`src/rtl/ram_arb_pkg.sv`:
```
// Shared types and default widths for the two-requester RAM arbiter.
package ram_arb_pkg;

    localparam int DEF_ADDR_SIZE = 10;
    localparam int DEF_WORD_SIZE = 8;

    typedef enum logic [1:0] {
        IDLE   = 2'd0,
        SETUP  = 2'd1,
        STROBE = 2'd2,
        HOLD   = 2'd3
    } state_e;

    typedef logic req_id_t;

endpackage

```
`src/rtl/ram_arbiter_if.sv`:
```
// Requester and RAM-side signals of the arbiter.
// The slave modport is the arbiter's view; the master modport is the requesters' and RAM's view.
interface ram_arbiter_if
    import ram_arb_pkg::*;
#(
    parameter int ADDR_SIZE = DEF_ADDR_SIZE,
    parameter int WORD_SIZE = DEF_WORD_SIZE
);
    logic                 req0;
    logic                 req1;
    logic                 wr0;
    logic                 wr1;
    logic [ADDR_SIZE-1:0] addr0;
    logic [ADDR_SIZE-1:0] addr1;
    logic [WORD_SIZE-1:0] wdata0;
    logic [WORD_SIZE-1:0] wdata1;
    logic                 ack0;
    logic                 ack1;
    logic [WORD_SIZE-1:0] rdata;
    logic                 busy;
    logic [ADDR_SIZE-1:0] ram_addr;
    logic [WORD_SIZE-1:0] ram_data_in;
    logic                 ram_wr;
    logic                 ram_cs;
    logic [WORD_SIZE-1:0] ram_data_out;

    modport slave (
        input  req0, req1, wr0, wr1, addr0, addr1, wdata0, wdata1, ram_data_out,
        output ack0, ack1, rdata, busy, ram_addr, ram_data_in, ram_wr, ram_cs
    );

    modport master (
        output req0, req1, wr0, wr1, addr0, addr1, wdata0, wdata1, ram_data_out,
        input  ack0, ack1, rdata, busy, ram_addr, ram_data_in, ram_wr, ram_cs
    );

endinterface

```
`src/rtl/ram_arb_pick.sv`:
```
// Combinational winner select between the two requesters.
// RAM_ARB_ROUND_ROBIN_EN: ties go to the requester not served last; otherwise requester 0 wins ties.
module ram_arb_pick
    import ram_arb_pkg::*;
(
    input  logic    req0,
    input  logic    req1,
    input  req_id_t last_id,
    output logic    grant,
    output req_id_t win_id
);

`ifdef RAM_ARB_ROUND_ROBIN_EN
    localparam bit ROUND_ROBIN = 1'b1;
`else
    localparam bit ROUND_ROBIN = 1'b0;
    // Fixed priority has no use for the last-served id.
    logic unused_last_id;
    assign unused_last_id = last_id;
`endif

    always_comb begin
        grant  = req0 | req1;
        win_id = 1'b0;
        if (req0 && req1) begin
`ifdef RAM_ARB_ROUND_ROBIN_EN
            win_id = ~last_id;
`else
            win_id = 1'b0;
`endif
        end else if (req1) begin
            win_id = 1'b1;
        end
    end

    // Carried only so the mode is visible in elaboration reports.
    logic unused_mode;
    assign unused_mode = ROUND_ROBIN;

endmodule

```
`src/rtl/ram_arbiter.sv`:
```
// Two-requester arbiter that drives a single-port RAM through a fixed SETUP/STROBE/HOLD access.
// RAM_ARB_ROUND_ROBIN_EN selects round-robin tie breaking; undefined gives fixed priority to requester 0.
module ram_arbiter
    import ram_arb_pkg::*;
#(
    parameter int ADDR_SIZE = DEF_ADDR_SIZE,
    parameter int WORD_SIZE = DEF_WORD_SIZE
) (
    input  logic          clk,
    input  logic          rst_n,
    ram_arbiter_if.slave  bus
);

    state_e               state_q, state_d;
    logic                 cur_wr_q, cur_wr_d;
    logic [ADDR_SIZE-1:0] cur_addr_q, cur_addr_d;
    logic [WORD_SIZE-1:0] cur_wdata_q, cur_wdata_d;
    req_id_t              cur_id_q, cur_id_d;

    logic [ADDR_SIZE-1:0] ram_addr_q, ram_addr_d;
    logic [WORD_SIZE-1:0] ram_data_in_q, ram_data_in_d;
    logic                 ram_wr_q, ram_wr_d;
    logic                 ram_cs_q, ram_cs_d;
    logic                 ack0_q, ack0_d;
    logic                 ack1_q, ack1_d;
    logic                 busy_q, busy_d;
    logic [WORD_SIZE-1:0] rdata_q, rdata_d;

    logic                 grant;
    req_id_t              win_id;
    req_id_t              last_id;

`ifdef RAM_ARB_ROUND_ROBIN_EN
    req_id_t last_q, last_d;

    always_comb begin
        last_d = last_q;
        if (state_q == IDLE && grant) begin
            last_d = win_id;
        end
    end

    // After reset requester 1 counts as served last, so requester 0 takes the first tie.
    always_ff @(posedge clk) begin
        if (!rst_n) begin
            last_q <= 1'b1;
        end else begin
            last_q <= last_d;
        end
    end

    assign last_id = last_q;
`else
    assign last_id = 1'b1;
`endif

    ram_arb_pick u_pick (
        .req0    (bus.req0),
        .req1    (bus.req1),
        .last_id (last_id),
        .grant   (grant),
        .win_id  (win_id)
    );

    // State and request-latch registers.
    always_ff @(posedge clk) begin
        if (!rst_n) begin
            state_q     <= IDLE;
            cur_wr_q    <= 1'b0;
            cur_addr_q  <= '0;
            cur_wdata_q <= '0;
            cur_id_q    <= 1'b0;
        end else begin
            state_q     <= state_d;
            cur_wr_q    <= cur_wr_d;
            cur_addr_q  <= cur_addr_d;
            cur_wdata_q <= cur_wdata_d;
            cur_id_q    <= cur_id_d;
        end
    end

    // Next state; the winner's request is latched only at the grant edge.
    always_comb begin
        state_d     = state_q;
        cur_wr_d    = cur_wr_q;
        cur_addr_d  = cur_addr_q;
        cur_wdata_d = cur_wdata_q;
        cur_id_d    = cur_id_q;
        case (state_q)
            IDLE: begin
                if (grant) begin
                    state_d     = SETUP;
                    cur_id_d    = win_id;
                    cur_wr_d    = win_id ? bus.wr1    : bus.wr0;
                    cur_addr_d  = win_id ? bus.addr1  : bus.addr0;
                    cur_wdata_d = win_id ? bus.wdata1 : bus.wdata0;
                end
            end
            SETUP:   state_d = STROBE;
            STROBE:  state_d = HOLD;
            HOLD:    state_d = IDLE;
            default: state_d = IDLE;
        endcase
    end

    // Outputs are decoded from the next state so every pin comes straight from a flop.
    always_comb begin
        ram_addr_d    = ram_addr_q;
        ram_data_in_d = ram_data_in_q;
        ram_wr_d      = 1'b0;
        ram_cs_d      = 1'b0;
        ack0_d        = 1'b0;
        ack1_d        = 1'b0;
        busy_d        = (state_d != IDLE);
        rdata_d       = rdata_q;
        if (state_d != IDLE) begin
            ram_cs_d      = 1'b1;
            ram_addr_d    = cur_addr_d;
            ram_data_in_d = cur_wdata_d;
        end
        case (state_d)
            STROBE: ram_wr_d = cur_wr_d;
            HOLD: begin
                ack0_d = (cur_id_d == 1'b0);
                ack1_d = (cur_id_d == 1'b1);
                // Entering HOLD is the edge that closes STROBE: capture read data here.
                if (!cur_wr_d) begin
                    rdata_d = bus.ram_data_out;
                end
            end
            default: ;
        endcase
    end

    always_ff @(posedge clk) begin
        if (!rst_n) begin
            ram_addr_q    <= '0;
            ram_data_in_q <= '0;
            ram_wr_q      <= 1'b0;
            ram_cs_q      <= 1'b0;
            ack0_q        <= 1'b0;
            ack1_q        <= 1'b0;
            busy_q        <= 1'b0;
            rdata_q       <= '0;
        end else begin
            ram_addr_q    <= ram_addr_d;
            ram_data_in_q <= ram_data_in_d;
            ram_wr_q      <= ram_wr_d;
            ram_cs_q      <= ram_cs_d;
            ack0_q        <= ack0_d;
            ack1_q        <= ack1_d;
            busy_q        <= busy_d;
            rdata_q       <= rdata_d;
        end
    end

    assign bus.ram_addr    = ram_addr_q;
    assign bus.ram_data_in = ram_data_in_q;
    assign bus.ram_wr      = ram_wr_q;
    assign bus.ram_cs      = ram_cs_q;
    assign bus.ack0        = ack0_q;
    assign bus.ack1        = ack1_q;
    assign bus.busy        = busy_q;
    assign bus.rdata       = rdata_q;

endmodule

```
`src/flat_wrapper.sv`:
```
// flat-port wrapper written by rule: the top's interface ports become plain ports
module ram_arbiter_flat import ram_arb_pkg::*;
#(
    parameter int ADDR_SIZE = DEF_ADDR_SIZE,
    parameter int WORD_SIZE = DEF_WORD_SIZE
)
  (clk, rst_n, bus_req0, bus_req1, bus_wr0, bus_wr1, bus_addr0, bus_addr1, bus_wdata0, bus_wdata1, bus_ram_data_out, bus_ack0, bus_ack1, bus_rdata, bus_busy, bus_ram_addr, bus_ram_data_in, bus_ram_wr, bus_ram_cs);
  ram_arbiter_if #(.ADDR_SIZE(ADDR_SIZE), .WORD_SIZE(WORD_SIZE)) bus_i ();
  input  logic clk;
  input  logic rst_n;
  input wire logic [$bits(bus_i.req0)-1:0] bus_req0;
  input wire logic [$bits(bus_i.req1)-1:0] bus_req1;
  input wire logic [$bits(bus_i.wr0)-1:0] bus_wr0;
  input wire logic [$bits(bus_i.wr1)-1:0] bus_wr1;
  input wire logic [$bits(bus_i.addr0)-1:0] bus_addr0;
  input wire logic [$bits(bus_i.addr1)-1:0] bus_addr1;
  input wire logic [$bits(bus_i.wdata0)-1:0] bus_wdata0;
  input wire logic [$bits(bus_i.wdata1)-1:0] bus_wdata1;
  input wire logic [$bits(bus_i.ram_data_out)-1:0] bus_ram_data_out;
  output wire logic [$bits(bus_i.ack0)-1:0] bus_ack0;
  output wire logic [$bits(bus_i.ack1)-1:0] bus_ack1;
  output wire logic [$bits(bus_i.rdata)-1:0] bus_rdata;
  output wire logic [$bits(bus_i.busy)-1:0] bus_busy;
  output wire logic [$bits(bus_i.ram_addr)-1:0] bus_ram_addr;
  output wire logic [$bits(bus_i.ram_data_in)-1:0] bus_ram_data_in;
  output wire logic [$bits(bus_i.ram_wr)-1:0] bus_ram_wr;
  output wire logic [$bits(bus_i.ram_cs)-1:0] bus_ram_cs;
  assign bus_i.req0 = bus_req0;
  assign bus_i.req1 = bus_req1;
  assign bus_i.wr0 = bus_wr0;
  assign bus_i.wr1 = bus_wr1;
  assign bus_i.addr0 = bus_addr0;
  assign bus_i.addr1 = bus_addr1;
  assign bus_i.wdata0 = bus_wdata0;
  assign bus_i.wdata1 = bus_wdata1;
  assign bus_i.ram_data_out = bus_ram_data_out;
  assign bus_ack0 = bus_i.ack0;
  assign bus_ack1 = bus_i.ack1;
  assign bus_rdata = bus_i.rdata;
  assign bus_busy = bus_i.busy;
  assign bus_ram_addr = bus_i.ram_addr;
  assign bus_ram_data_in = bus_i.ram_data_in;
  assign bus_ram_wr = bus_i.ram_wr;
  assign bus_ram_cs = bus_i.ram_cs;
  ram_arbiter #(.ADDR_SIZE(ADDR_SIZE), .WORD_SIZE(WORD_SIZE)) u_core (.clk(clk), .rst_n(rst_n), .bus(bus_i));
endmodule
```
`config.mk`:
```
export PLATFORM = sky130hd
export DESIGN_NAME = ram_arbiter_flat
export DESIGN_NICKNAME = d
export VERILOG_FILES = /design/src/rtl/ram_arb_pkg.sv /design/src/rtl/ram_arbiter_if.sv /design/src/rtl/ram_arb_pick.sv /design/src/rtl/ram_arbiter.sv /design/src/flat_wrapper.sv
export SDC_FILE = /design/constraint.sdc
export NUM_CORES = 1
export LEC_CHECK = 0
export CORE_ASPECT_RATIO = 1.2
export CORE_MARGIN = 2
export CORE_UTILIZATION = 38
export DETAILED_ROUTE_END_ITERATION = 10
export DONT_BUFFER_PORTS = 1
export GPL_TIMING_DRIVEN = 0
export PLACE_DENSITY = 0.5
export RECOVER_POWER = 100
export SYNTH_ARGS = -nofsm -noshare
export SYNTH_HDL_FRONTEND = slang
export SYNTH_SLANG_ARGS = --single-unit
```
`constraint.sdc`:
```
create_clock -name clk -period 4.5 [get_ports clk]
set_clock_uncertainty 0.2 [all_clocks]
set_input_delay 0.45 -clock clk [delete_from_list [all_inputs] [get_ports clk]]
set_output_delay 0.45 -clock clk [all_outputs]
set_load 0.02 [all_outputs]
```
==> key figures <==
Setup path
  – CP startpoint kind: flop
  – Critical path class: reg -> reg
  – Worst path max stage delay: 0.57 ns
  – Critical-path cell list: inv_1, ha_1, nor4b_1, o21bai_1, clkbuf_1, o21ai_0, a21oi_1
  – Critical-path top delay cell: o21bai_1
  – Worst path arrival time: between 2 and 3 ns
  – Worst Path Required: 4.54 ns
  – Worst-path fanout max: 10
  – Critical Path End Type: flop

Routing
  – DR iter-0 viols: 100
  – WL final: 5.83 mm
  – Antenna-violating nets left: 0
  – Drt pass-1 iters: 4
  – WL/cell: between 15 and 20 um
  – Via density: 5.42
  – DRC Markers: 0
  – Vias: 1855

Global routing
  – First-pass GRT wire length: 8.92 mm
  – Vias in the first global route: 1774
  – Initial antenna violation count: 0
  – Remaining Overflow, GRT: 0
  – Largest net degree at the start of global routing: 17
  – GR Util All Layers: approximately 19%

Timing
  – Final worst path period share: ~55%
  – Min Tclk post-route: 2.46 ns
  – Max Slew Vio Count: 0
  – Final Hold Fails: 0
  – Setup violations, final: 0
  – Worst slew pin tran: between 0.9 and 1 ns
  – Max Fclk: 406 MHz
  – TNS Setup: 0 ns
  – RSZ-0062 raised after global routing: no
  – Max-slew headroom: 33.7%

Synth
  – Yosys reg bits: 52
  – Seq/Total Area, Yosys: roughly 46%
  – Share of flip-flops with an asynchronous set or reset: 0%
  – Synth Area in Compound Gates: 21.7%
  – Post-synthesis simple-gate area fraction: 18.8%
  – Post-synthesis net count: 309
  – Number of synthesized flops with an enable pin: 0
  – Post-Synth Adder-Cell Area: 2.79%
  – Share of the synthesized area in the top cell type: 46.5%
  – Mux cell area share after synthesis: 3.58%
  – Yosys warning total: 0
  – Post-synthesis cell type count: 28
  – Largest family of logic cells by synthesized area: compound AO/OA/AOI/OAI gates
  – Avg Cell Area, Syn: 8.82 um2
  – XOR/XNOR share of the synthesized area: 0%
  – Syn Inst Count: 254
  – Largest area contributor in the netlist: dfxtp_1
  – Top FF cell, synth: dfxtp_1
  – Main area contributors after synthesis: dfxtp_1, a21oi_1, a221oi_1
  – Cell Area, Synth: 2240 um2

Clock tree
  – Cts hold-fix bufs: 0
  – Num Clock Sinks: 52
  – Clock Pin Slew Worst Setup and Hold Paths: 0.10 ns
  – H-tree levels: 2
  – Postcts setup bufs: 0
  – TritonCTS Buffers: 5
  – CTS root buf: clkbuf_8
  – Clock Path Buffers: 2
  – CTS tree: done
  – CTS resizes: 0
  – Worst skew pair latency: 0.30 ns

Placement
  – Post-DP HPWL: 4.16 mm
  – Port Buffers: 0
  – Placer congestion estimate: around 0.7

Die
  – Initial cell density of the core: 39.5%
  – Die Y: 88.1 um
  – Die W: 74.1 um
  – # IOs: 81
  – Core Area: around 5700 um2
  – # rows: 30
  – Die ar.: 6530 um2

Power
  – Int Power: between 900 and 1000 uW
  – Psw: a little over 700 uW
  – P per Cell Area: slightly below 700 nW/um2
  – Clock power share: 17.4%
  – Combinational share of power: 36.4%
  – LEAKAGE: 0.000859 uW
  – Reg power frac: a little under half
  – VDD IR max: 414 uV
  – Sw Share: 43.6%

Layout
  – Most frequent cells in the layout: dfxtp_1, a21oi_1, nor2_1
  – Diode count: 0
  – Nets: 316
  – Layout area overhead: 6.65%
  – Final Util: between 40% and 50%
  – Most common cell after layout, fill and taps aside: dfxtp_1
  – Layout cell share with drive strength beyond 1: under 10%

Job
  – Maximum Capacitance Violations: 0

Hold path
  – Worst hold path class: in -> reg

Outcome
  – Status: finished clean
## cell type report
class                      count  area (um2)
clock buffer                   6        82.6
tap                           80         100
inverter                       6        22.5
buffer                        21         108
sequential                    52        1040
multi-input combinational    175        1020
clock inverter                 2        15.0
fill                         585        3280
## worst max-delay path, delay by kind of cell (launching register included)
family          cells  cell delay [ns]
fa+ha+maj           1             0.22
flops               1             0.36
compound gates      3             0.84
simple gates        1             0.15
buf+inv             2             0.61
## state kept, by name, summed over array words and instances (netlist names)
| name | flops |
|---|---|
| u_core.bus.ram_data_in | 8 |
| u_core.bus.ram_addr | 10 |
| u_core.bus.ram_wr | 1 |
| u_core.cur_addr_q | 10 |
| u_core.bus.busy | 1 |
| u_core.bus.ack0 | 1 |
| u_core.cur_wr_q | 1 |
| u_core.bus.rdata | 8 |
| u_core.cur_id_q | 1 |
| u_core.cur_wdata_q | 8 |
| u_core.bus.ack1 | 1 |
| u_core.state_q | 2 |
## metrics by stage
step | power (uW) | cell area [um2] | instances | setup slack (ns) | hold slack [ns]
after floorplan | 1240 | 2240 | 254 | 2.72 | 0.283
after global placement | 1400 | 2340 | 334 | 2.45 | 0.309
after detailed placement | 1410 | 2340 | 334 | 2.45 | 0.315
after CTS | 1700 | 2440 | 342 | 2.43 | 0.0645
after global routing | 1760 | 2390 | 342 | 1.73 | 0.0611
final | 1630 | 2390 | 342 | 2.04 | 0.0711
## power groups by stage
stage / clock network, uW / logic (uW) / registers, uW
6_report: 283 / 592 / 750
3_5_place_dp: 0 / 647 / 763
3_3_place_gp: 0 / 641 / 762
5_1_grt: 310 / 683 / 765
4_1_cts: 294 / 652 / 753
2_1_floorplan: 0 / 496 / 744
## cell families after synthesis
kind of cell	after synthesis
buffers and inverters	27
DFF	52
adders and majority gates	5
and+or+nand+nor	85
AOI/OAI and AO/OA	77
muxes	8
## routing by layer
layer | vias up | track usage, % | wire length [um]
li1 | 907 | - | -
met1 | 869 | 23.1 | 2410
met2 | 71 | 29.1 | 2800
met3 | 8 | 7.25 | 522
met4 | 0 | 6.45 | 94
met5 | - | 0 | 0
## Yosys cell counts, types with 2 or more instances
cell       n
nor3_1     3
mux2i_1    8
a21oi_1   37
nand2_1   16
dfxtp_1   52
inv_1      5
buf_4      3
clkbuf_1   5
and2_1     4
o21bai_2   2
ha_1       5
buf_6      3
nand3_1   18
o21ai_1    4
nor2_1    22
nand2b_1  18
a221oi_1  17
o21ai_0   14
buf_2      9
## worst paths after layout
kind,from,cells after the start,slack (ns),to
worst max-delay path,u_core.state_q[0]$_SDFF_PN0_,7,2.04,u_core.bus.ram_addr[9]$_SDFFE_PN0P_
worst min-delay path,bus_ram_data_out[4],2,0.07,u_core.bus.rdata[4]$_SDFFE_PN0P_
worst max register to register,u_core.state_q[0]$_SDFF_PN0_,7,2.04,u_core.bus.ram_addr[9]$_SDFFE_PN0P_
worst min register to register,u_core.cur_wdata_q[5]$_SDFF_PN0_,2,0.33,u_core.cur_wdata_q[5]$_SDFF_PN0_
Power figures use the tool's default switching activity.
